===== src/rtl/cook_sequencer_pkg.sv =====
`default_nettype none
// +----------------------------------------------------------------------+
// | cook_sequencer_pkg                                                   |
// | State encodings and BCD digit limits shared by the cook sequencer.   |
// | Rev 1.0                                                              |
// +----------------------------------------------------------------------+
package cook_sequencer_pkg;

  typedef enum logic [2:0] {
    ST_IDLE  = 3'd0,
    ST_ENTRY = 3'd1,
    ST_COOK  = 3'd2,
    ST_PAUSE = 3'd3,
    ST_DONE  = 3'd4
  } state_t;

  localparam logic [3:0] BCD_MAX_ONES = 4'd9;
  localparam logic [3:0] BCD_MAX_TENS = 4'd5;

  function automatic logic bcd_digit_ok(input logic [3:0] d);
    return (d <= BCD_MAX_ONES);
  endfunction

endpackage
`default_nettype wire


===== src/rtl/cook_sequencer_bcd_timer4.sv =====
`default_nettype none
// +----------------------------------------------------------------------+
// | bcd_timer4                                                           |
// | Four-digit BCD MM:SS register with shift-in, decrement and clear.    |
// | Rev 1.0                                                              |
// +----------------------------------------------------------------------+
module bcd_timer4
  import cook_sequencer_pkg::*;
(
  input  logic       clk,
  input  logic       rst,
  input  logic       clr,
  input  logic       dec,
  input  logic       shift_in,
  input  logic [3:0] d_in,
  output logic [3:0] min_tens,
  output logic [3:0] min_ones,
  output logic [3:0] sec_tens,
  output logic [3:0] sec_ones,
  output logic       zero
);

  logic [3:0] r_mt, r_mo, r_st, r_so;
  logic       w_zero;

  assign w_zero = (r_mt == 4'd0) && (r_mo == 4'd0) && (r_st == 4'd0) && (r_so == 4'd0);

  always_ff @(posedge clk) begin
    if (rst || clr) begin
      r_mt <= 4'd0;
      r_mo <= 4'd0;
      r_st <= 4'd0;
      r_so <= 4'd0;
    end else if (dec && !w_zero) begin
      // Seconds tens borrow reloads 5 even if an over-range value was keyed in.
      if (r_so != 4'd0) begin
        r_so <= r_so - 4'd1;
      end else begin
        r_so <= BCD_MAX_ONES;
        if (r_st != 4'd0) begin
          r_st <= r_st - 4'd1;
        end else begin
          r_st <= BCD_MAX_TENS;
          if (r_mo != 4'd0) begin
            r_mo <= r_mo - 4'd1;
          end else begin
            r_mo <= BCD_MAX_ONES;
            r_mt <= r_mt - 4'd1;
          end
        end
      end
    end else if (shift_in) begin
      r_mt <= r_mo;
      r_mo <= r_st;
      r_st <= r_so;
      r_so <= d_in;
    end
  end

  assign min_tens = r_mt;
  assign min_ones = r_mo;
  assign sec_tens = r_st;
  assign sec_ones = r_so;
  assign zero     = w_zero;

endmodule
`default_nettype wire


===== src/rtl/cook_sequencer.sv =====
`default_nettype none
// +----------------------------------------------------------------------+
// | cook_sequencer                                                       |
// | Microwave cook-cycle controller: keypad capture, countdown, alarm.   |
// | Rev 1.0                                                              |
// +----------------------------------------------------------------------+
module cook_sequencer
  import cook_sequencer_pkg::*;
#(
  parameter int ALARM_SECS = 3
) (
  input  logic       clk100,
  input  logic       rst,
  input  logic [3:0] D,
  input  logic       loadn,
  input  logic       pgt_1Hz,
  input  logic       startn,
  input  logic       stopn,
  input  logic       door_closed,
  output logic       enablen,
  output logic       mag_on,
  output logic [3:0] min_tens,
  output logic [3:0] min_ones,
  output logic [3:0] sec_tens,
  output logic [3:0] sec_ones,
  output logic       zero,
  output logic       done_alarm,
  output logic [2:0] state
);

  localparam int CNT_W = (ALARM_SECS > 2) ? $clog2(ALARM_SECS) : 1;

  state_t             r_state;
  logic [CNT_W-1:0]   r_alarm_cnt;
  logic               r_loadn_d1, r_loadn_d2;
  logic               r_startn_d1, r_startn_d2;
  logic               r_stopn_d1, r_stopn_d2;
  logic               r_pgt_d1, r_pgt_d2;
  logic [3:0]         r_d_d1;

  logic w_key, w_start, w_stop, w_tick, w_abort;
  logic w_zero, w_one, w_can_cook;
  logic w_shift, w_dec, w_clr;

  // Two-stage sampling: the edge is seen one cycle after capture.
  always_ff @(posedge clk100) begin
    if (rst) begin
      r_loadn_d1  <= 1'b1;
      r_loadn_d2  <= 1'b1;
      r_startn_d1 <= 1'b1;
      r_startn_d2 <= 1'b1;
      r_stopn_d1  <= 1'b1;
      r_stopn_d2  <= 1'b1;
      r_pgt_d1    <= 1'b0;
      r_pgt_d2    <= 1'b0;
      r_d_d1      <= 4'd0;
    end else begin
      r_loadn_d1  <= loadn;
      r_loadn_d2  <= r_loadn_d1;
      r_startn_d1 <= startn;
      r_startn_d2 <= r_startn_d1;
      r_stopn_d1  <= stopn;
      r_stopn_d2  <= r_stopn_d1;
      r_pgt_d1    <= pgt_1Hz;
      r_pgt_d2    <= r_pgt_d1;
      r_d_d1      <= D;
    end
  end

  assign w_key   = r_loadn_d2 & ~r_loadn_d1 & bcd_digit_ok(r_d_d1);
  assign w_start = r_startn_d2 & ~r_startn_d1;
  assign w_stop  = r_stopn_d2 & ~r_stopn_d1;
  assign w_tick  = ~r_pgt_d2 & r_pgt_d1;
  assign w_abort = w_stop | ~door_closed;

  assign w_one      = (min_tens == 4'd0) && (min_ones == 4'd0) &&
                      (sec_tens == 4'd0) && (sec_ones == 4'd1);
  assign w_can_cook = w_start & door_closed & ~w_zero;

  always_comb begin
    w_shift = 1'b0;
    w_dec   = 1'b0;
    w_clr   = 1'b0;
    case (r_state)
      ST_IDLE, ST_ENTRY: begin
        if (w_stop)               w_clr   = 1'b1;
        else if (!w_can_cook)     w_shift = w_key;
      end
      ST_COOK:  w_dec = ~w_abort & w_tick;
      ST_PAUSE: w_clr = w_stop;
      default: ;
    endcase
  end

  always_ff @(posedge clk100) begin
    if (rst) begin
      r_state     <= ST_IDLE;
      r_alarm_cnt <= '0;
    end else begin
      case (r_state)
        ST_IDLE, ST_ENTRY: begin
          if (w_stop)          r_state <= ST_IDLE;
          else if (w_can_cook) r_state <= ST_COOK;
          else if (w_key)      r_state <= ST_ENTRY;
        end
        ST_COOK: begin
          if (w_abort) begin
            r_state <= ST_PAUSE;
          end else if (w_tick && w_one) begin
            r_state     <= ST_DONE;
            r_alarm_cnt <= '0;
          end
        end
        ST_PAUSE: begin
          if (w_stop)                       r_state <= ST_IDLE;
          else if (w_start && door_closed)  r_state <= ST_COOK;
        end
        ST_DONE: begin
          if (w_abort) begin
            r_state     <= ST_IDLE;
            r_alarm_cnt <= '0;
          end else if (w_tick) begin
            if (r_alarm_cnt == CNT_W'(ALARM_SECS - 1)) begin
              r_state     <= ST_IDLE;
              r_alarm_cnt <= '0;
            end else begin
              r_alarm_cnt <= r_alarm_cnt + CNT_W'(1);
            end
          end
        end
        default: r_state <= ST_IDLE;
      endcase
    end
  end

  bcd_timer4 u_timer (
    .clk      (clk100),
    .rst      (rst),
    .clr      (w_clr),
    .dec      (w_dec),
    .shift_in (w_shift),
    .d_in     (r_d_d1),
    .min_tens (min_tens),
    .min_ones (min_ones),
    .sec_tens (sec_tens),
    .sec_ones (sec_ones),
    .zero     (w_zero)
  );

  assign zero       = w_zero;
  assign state      = r_state;
  assign enablen    = (r_state != ST_COOK);
  assign mag_on     = (r_state == ST_COOK);
  assign done_alarm = (r_state == ST_DONE);

endmodule
`default_nettype wire

===== config.mk =====
export PLATFORM = sky130hd
export DESIGN_NAME = cook_sequencer
export DESIGN_NICKNAME = d
export VERILOG_FILES = /design/src/rtl/cook_sequencer_pkg.sv /design/src/rtl/cook_sequencer_bcd_timer4.sv /design/src/rtl/cook_sequencer.sv
export SDC_FILE = /design/constraint.sdc
export NUM_CORES = 1
export LEC_CHECK = 0
export CORE_MARGIN = 10
export CORE_UTILIZATION = 25
export CTS_BUF_LIST = sky130_fd_sc_hd__clkbuf_16
export CTS_CLUSTER_SIZE = 12
export DETAILED_ROUTE_END_ITERATION = 10
export DONT_BUFFER_PORTS = 1
export GPL_TIMING_DRIVEN = 0
export PLACE_DENSITY_LB_ADDON = 0.3
export RECOVER_POWER = 25
export REMOVE_ABC_BUFFERS = 1
export SLEW_MARGIN = 5
export SYNTH_ARGS = -nofsm -noshare
export SYNTH_HDL_FRONTEND = slang
export SYNTH_HIERARCHICAL = 1
export SYNTH_SLANG_ARGS = --single-unit
export TNS_END_PERCENT = 5

===== constraint.sdc =====
create_clock -name clk100 -period 3.27 [get_ports clk100]
set_input_delay 0.1635 -clock clk100 [delete_from_list [all_inputs] [get_ports clk100]]
set_output_delay 0.1635 -clock clk100 [all_outputs]
set_load 0.005 [all_outputs]

* After elaboration in Yosys (flattened, before gate mapping)
Cells that the tools add are included.
Cells by class: multiplexer cells 40, bitwise gates (word level) 16, $lt $le $gt $ge 1, equal/unequal tests 17, reductions and logical operators 25, $add $sub $neg 5
Operators with widths (number):
- $mux W4 | 17
- $mux W3 | 10
- $logic_not A4 Y1 | 4
- $sub A4 B1 Y4 const B | 4
- $pmux W3 S4 | 1
- $reduce_bool A4 Y1 | 3
- $mux W2 | 5
- $ne A3 B1 Y1 const B | 3
- $and A1 B1 Y1 | 8
- $ne A2 B2 Y1 const B | 4
- $reduce_and A4 Y1 | 2
- $logic_and A1 B1 Y1 | 7
- $not A1 Y1 | 7
- $eq A3 B2 Y1 const B | 2
- $mux W1 | 5
- $reduce_and A5 Y1 | 1
- $eq A4 B1 Y1 const B | 1
- $le A4 B4 Y1 const B | 1
- $ne A4 B4 Y1 const B | 1
- $pmux W2 S2 | 1
- $reduce_bool A2 Y1 | 2
- $eq A3 B1 Y1 const B | 1
- $eq A3 B3 Y1 const B | 1
- $logic_not A3 Y1 | 1
- 12 further kinds | 12
Storage, ports and cells: bits of input ports 11, output and inout port bits 23, flip-flop bits (word level) 33, word-level logic and storage cells 119

* Logic depth before layout (Yosys ltp)
depth after elaboration 11, mapped depth 13, depth with buffers taken out 12

* By module
Netlist, hierarchy kept.
By module, submodules not included:
- bcd_timer4 | instances 1, cells each 135, area an instance 1054.8 um^2, seq. area each 320.3 um^2
- cook_sequencer | instances 1, cells each 89, area an instance 829.5 um^2, seq. area each 340.3 um^2

* Least setup slack after synthesis
No wires, ideal clock.
path kind register to register, start register u_timer.r_st[0], in the netlist u_timer/sec_tens[0], end register u_timer.r_st[2], in the netlist u_timer/sec_tens[2], path slack 203 ps, buffers on the path 1, cell stages (with the launch flop) 12, library setup time 117 ps, data required time 3153 ps, clock period less this slack 3067 ps, arrival time 2950 ps, path through dfxtp_1 or4_4 nand4bb_4 inv_1 and4bb_1 nor3_1 clkbuf_1 nor2b_1 a21oi_1 a21oi_1 o21ai_0 a32o_1
Between the ends: longest elaborated chain between the ends 10, elaborated cells between the ends (all ways) 18, classes of those cells add/sub: 1; eq/ne: 1; mux: 6; bitwise: 2; reduce/logical: 8
RTL lines:
- start, declared | line cook_sequencer_bcd_timer4.sv:23 | logic [3:0] r_mt, r_mo, r_st, r_so;
- start signal, assigned | line cook_sequencer_bcd_timer4.sv:41 | r_st <= r_st - 4'd1;
- start signal, assigned | line cook_sequencer_bcd_timer4.sv:55 | r_st <= r_so;
- $logic_not A4 Y1 | line cook_sequencer_bcd_timer4.sv:26 | assign w_zero = (r_mt == 4'd0) && (r_mo == 4'd0) && (r_st == 4'd0) && (r_so == 4'd0);
- $logic_and A1 B1 Y1 (2 in a row) | line cook_sequencer_bcd_timer4.sv:26
- net zero | line cook_sequencer.sv:26 | output logic zero,
- $not A1 Y1 | line cook_sequencer.sv:78 | assign w_can_cook = w_start & door_closed & ~w_zero;
- $and A1 B1 Y1 | line cook_sequencer.sv:78
- $mux W1 | line cook_sequencer.sv:87 | else if (!w_can_cook) w_shift = w_key;
- $mux W1 | line cook_sequencer.sv:86 | if (w_stop) w_clr = 1'b1;
- $mux W1 | line cook_sequencer.sv:84 | case (r_state)
- net w_shift | line cook_sequencer.sv:43 | logic w_shift, w_dec, w_clr;
- $reduce_bool A2 Y1 (no source line)
- $reduce_and A2 Y1 (no source line)
The timed path passes the listed nets, and every way through them passes these cells. The select of a mux whose other input is x is not followed. A chain may end at the register's enable or synchronous reset.

* Final worst setup path
start register u_timer.r_st[0], in the netlist u_timer/sec_tens[0], end register u_timer.r_mo[1], in the netlist u_timer/min_ones[1]
Between the ends: longest elaborated chain between the ends 10, elaborated cells between the ends (all ways) 16, classes of those cells eq/ne: 2; mux: 4; bitwise: 2; reduce/logical: 8
RTL lines:
- $logic_not A4 Y1 | line cook_sequencer_bcd_timer4.sv:26
- $logic_and A1 B1 Y1 (2 in a row) | line cook_sequencer_bcd_timer4.sv:26
- net zero | line cook_sequencer.sv:26
- $not A1 Y1 | line cook_sequencer.sv:78
- $and A1 B1 Y1 | line cook_sequencer.sv:78
- $mux W1 | line cook_sequencer.sv:87
- $mux W1 | line cook_sequencer.sv:86
- $mux W1 | line cook_sequencer.sv:84
- net w_shift | line cook_sequencer.sv:43
- $reduce_bool A2 Y1 (no source line)
- $reduce_and A3 Y1 (no source line)
- end signal, assigned | line cook_sequencer_bcd_timer4.sv:45 | r_mo <= r_mo - 4'd1;
- end signal, assigned | line cook_sequencer_bcd_timer4.sv:54 | r_mo <= r_st;
- end, declared | line cook_sequencer_bcd_timer4.sv:23
The timed path passes the listed nets, and every way through them passes these cells.

==> flow_summary.json <==
{
  "cpPeakStageDelay_ns": 0.61,
  "ys_top_cells_by_count": "dfxtp_1, nand2_1, a21oi_1, nor2_1, nor2b_1",
  "drv_slew": 0,
  "grt_antenna_before_repair": 0,
  "antenna_cells": 0,
  "multiInputGateArea_sq_um": 1190,
  "ys_ff_latch": 33,
  "status": "finished, final reports clean",
  "ant_nets": 0,
  "fin_nets": 243,
  "setup.worst_path.start_class": "flip-flop",
  "power.density_cell_area_nw_per_um2": 460,
  "synthArstFlopShare": 0,
  "worst_pin_slew_ns": 1.02,
  "drc": 0,
  "cts_sinks": 33,
  "met3_length_microns": 376,
  "start_util": 0.258,
  "synth_ff_type": "dfxtp_1",
  "dp_hpwl_microns": 3720,
  "finalCritPeriodShare": 0.953,
  "yosysSeqAreaShare": 0.351,
  "grt_pass1_wl_microns": 8890,
  "wl_met1_microns": 2440,
  "cp-end-kind": "flip-flop",
  "peakVddDrop_mv": 0.185,
  "via_per_inst": 5.09,
  "syn_area_per_cell_sq_um": 8.41,
  "boundaryPins": 34,
  "globalRoute.totalOverflow": 0,
  "grt_pass1_vias": 1620,
  "track_usage": 0.0949,
  "portBuffers": 0,
  "nFillCells": 811,
  "netlist_instances": 224,
  "area_delta_synth_final_pct": 20.8,
  "h-tree-depth": 2,
  "synth_cell_types": 60,
  "skew_ns": 0.00506,
  "crit_chain": "or4_4 > nand4bb_4 > inv_2 > and4bb_1 > nor3_4 > nor2b_4 > a21oi_1 > a221oi_4 > nand2_1 > o32ai_2",
  "hold_path.class": "in -> reg",
  "ys_warn_count": 6,
  "drive_gt1_frac": 0.164,
  "cts_tree": "built",
  "yosys-top-cells-area": "dfxtp_1, nor2b_1, nand2_1",
  "dieArea_sq_um": 11400,
  "cts.clk_slew.worst_paths_ns": 0.06,
  "setup_viol": 0,
  "vias": 1684,
  "clk_latency_ns": 0.28,
  "top_layer": "met4",
  "synth_edf_count": 0,
  "crit_arrival_ns": 3.31,
  "clockBufferDepth": 2,
  "synth.most_common_cell": "dfxtp_1",
  "final-seq-area_sq_um": 663,
  "wire_per_inst_microns": 16.0,
  "yosys.area.top_type": "dfxtp_1",
  "required_ns": 3.46,
  "hold-worst-slack_ns": 0.0116,
  "p_leak_nw": 0.789,
  "die_h_microns": 107,
  "tns_ns": 0,
  "rows": 31,
  "drt_iter0_drc": 130,
  "post-route-min-period_ns": 3.12,
  "core_sq_um": 7290,
  "cts-root-buf": "clkbuf_16",
  "numCtsBuffers": 5,
  "path_class": "reg -> reg",
  "post-place-ws_ns": -0.837,
  "dr_wl_met2_microns": 2440,
  "die_width_microns": 107,
  "fmaxAchievable_ghz": 0.321,
  "finalHoldViolations": 0,
  "synth_top_cell_area_share": 0.351,
  "maxCapViolations": 0,
  "setup_ws_ns": 0.154,
  "routabilityCongestion": 0.754,
  "final_util": 0.312,
  "grt_start_max_net_pins": 19,
  "wl_microns": 5310,
  "cp_slowest_cell": "or4_4",
  "first_pass_iters": 4,
  "crit_fanout": 10,
  "timing.slew.headroom": 0.317,
  "synth.cell_area_sq_um": 1880
}
==> stage by stage <==
step                instances  cell area (sq um)  power (mW)
floorplan                 215               1840       0.481
global placement          314               1970       0.496
detailed placement        314               1970       0.497
CTS                       329               2230        1.06
global route              331               2280        1.10
finish                    331               2280        1.05
==> cell families (layout without fill, tap and decap cells) <==
kind of cell / count (synthesis) / in the layout / share of synthesized area
fa+ha+maj: 1 / 1 / 0.00664
compound gates: 61 / 61 / 0.238
mux: 5 / 5 / 0.0292
flops: 33 / 33 / 0.351
simple gates: 101 / 101 / 0.324
buf+inv: 23 / 31 / 0.0511
==> layer usage <==
layer,global-route usage,vias to the layer above
li1,-,845
met1,0.123,798
met2,0.145,37
met3,0.0305,4
met4,0.0319,0
met5,0,-
==> state kept, by name, indices dropped and copies added, names as in the netlist <==
register and cells:
r_stopn_d2 1, u_timer/sec_ones 4, r_pgt_d1 1, r_loadn_d2 1
r_startn_d1 1, r_startn_d2 1, r_loadn_d1 1, u_timer/min_ones 4
u_timer/min_tens 4, u_timer/sec_tens 4, state 3, r_alarm_cnt 2
r_d_d1 4, r_pgt_d2 1, r_stopn_d1 1
==> final timing paths <==
path	startpoint	endpoint	cells after the start	slack (ns)
worst max register to register	u_timer/sec_tens[0]	u_timer/min_ones[1]	10	0.15
worst min-delay path	D[1]	r_d_d1[1]	1	0.01
worst min register to register	r_loadn_d1	r_loadn_d2	1	0.44
worst max-delay path	u_timer/sec_tens[0]	u_timer/min_ones[1]	10	0.15
==> what timing repair did <==
item / 4_1_cts / 5_1_grt
hold buffers: 4 / 0
setup endpoints to repair: 16 / 11
setup buffers: 3 / 2
gates resized for setup: 6 / 8
pin swaps: 1 / 1
hold endpoints to repair: 14 / 0
==> power by group <==
part           switching (mW)  internal (mW)
combinational          0.0456         0.0352
sequential             0.0105          0.413
clock                   0.183          0.360
total                   0.239          0.808
==> layout by cell type, fill, tap and decap left out, drive strengths merged, types with 3 or more instances in the layout <==
cell / Yosys / routed
clkbuf: 6 / 5
nand2: 20 / 20
o21ai: 16 / 16
a211o: 3 / 3
nor3: 6 / 6
dlygate4sd3: 0 / 4
or4: 4 / 4
a21oi: 13 / 13
nand3: 9 / 9
or2: 7 / 7
dfxtp: 33 / 33
nor2b: 13 / 13
a211oi: 3 / 3
buf: 3 / 5
or3: 3 / 3
nor2: 13 / 13
inv: 13 / 13
nor4: 7 / 7
mux2i: 4 / 4
nand2b: 5 / 5
a311oi: 4 / 4
==> worst max-delay path: cells and delay by family (launching register included) <==
family / cells / cell delay (ns)
AOI/OAI and AO/OA: 3 / 0.68
buffers and inverters: 1 / 0.12
DFF: 1 / 0.38
and+or+nand+nor: 6 / 1.84
==> area by class of cell <==
cell class	count	share of cell area
Clock buffer	5	0.0550
Multi-Input combinational cell	168	0.521
Inverter	14	0.0236
Tap cell	99	0.0544
Sequential cell	33	0.291
Timing Repair Buffer	9	0.0341
Clock inverter	3	0.0203
No activity file was read; power rests on OpenSTA's default activity.
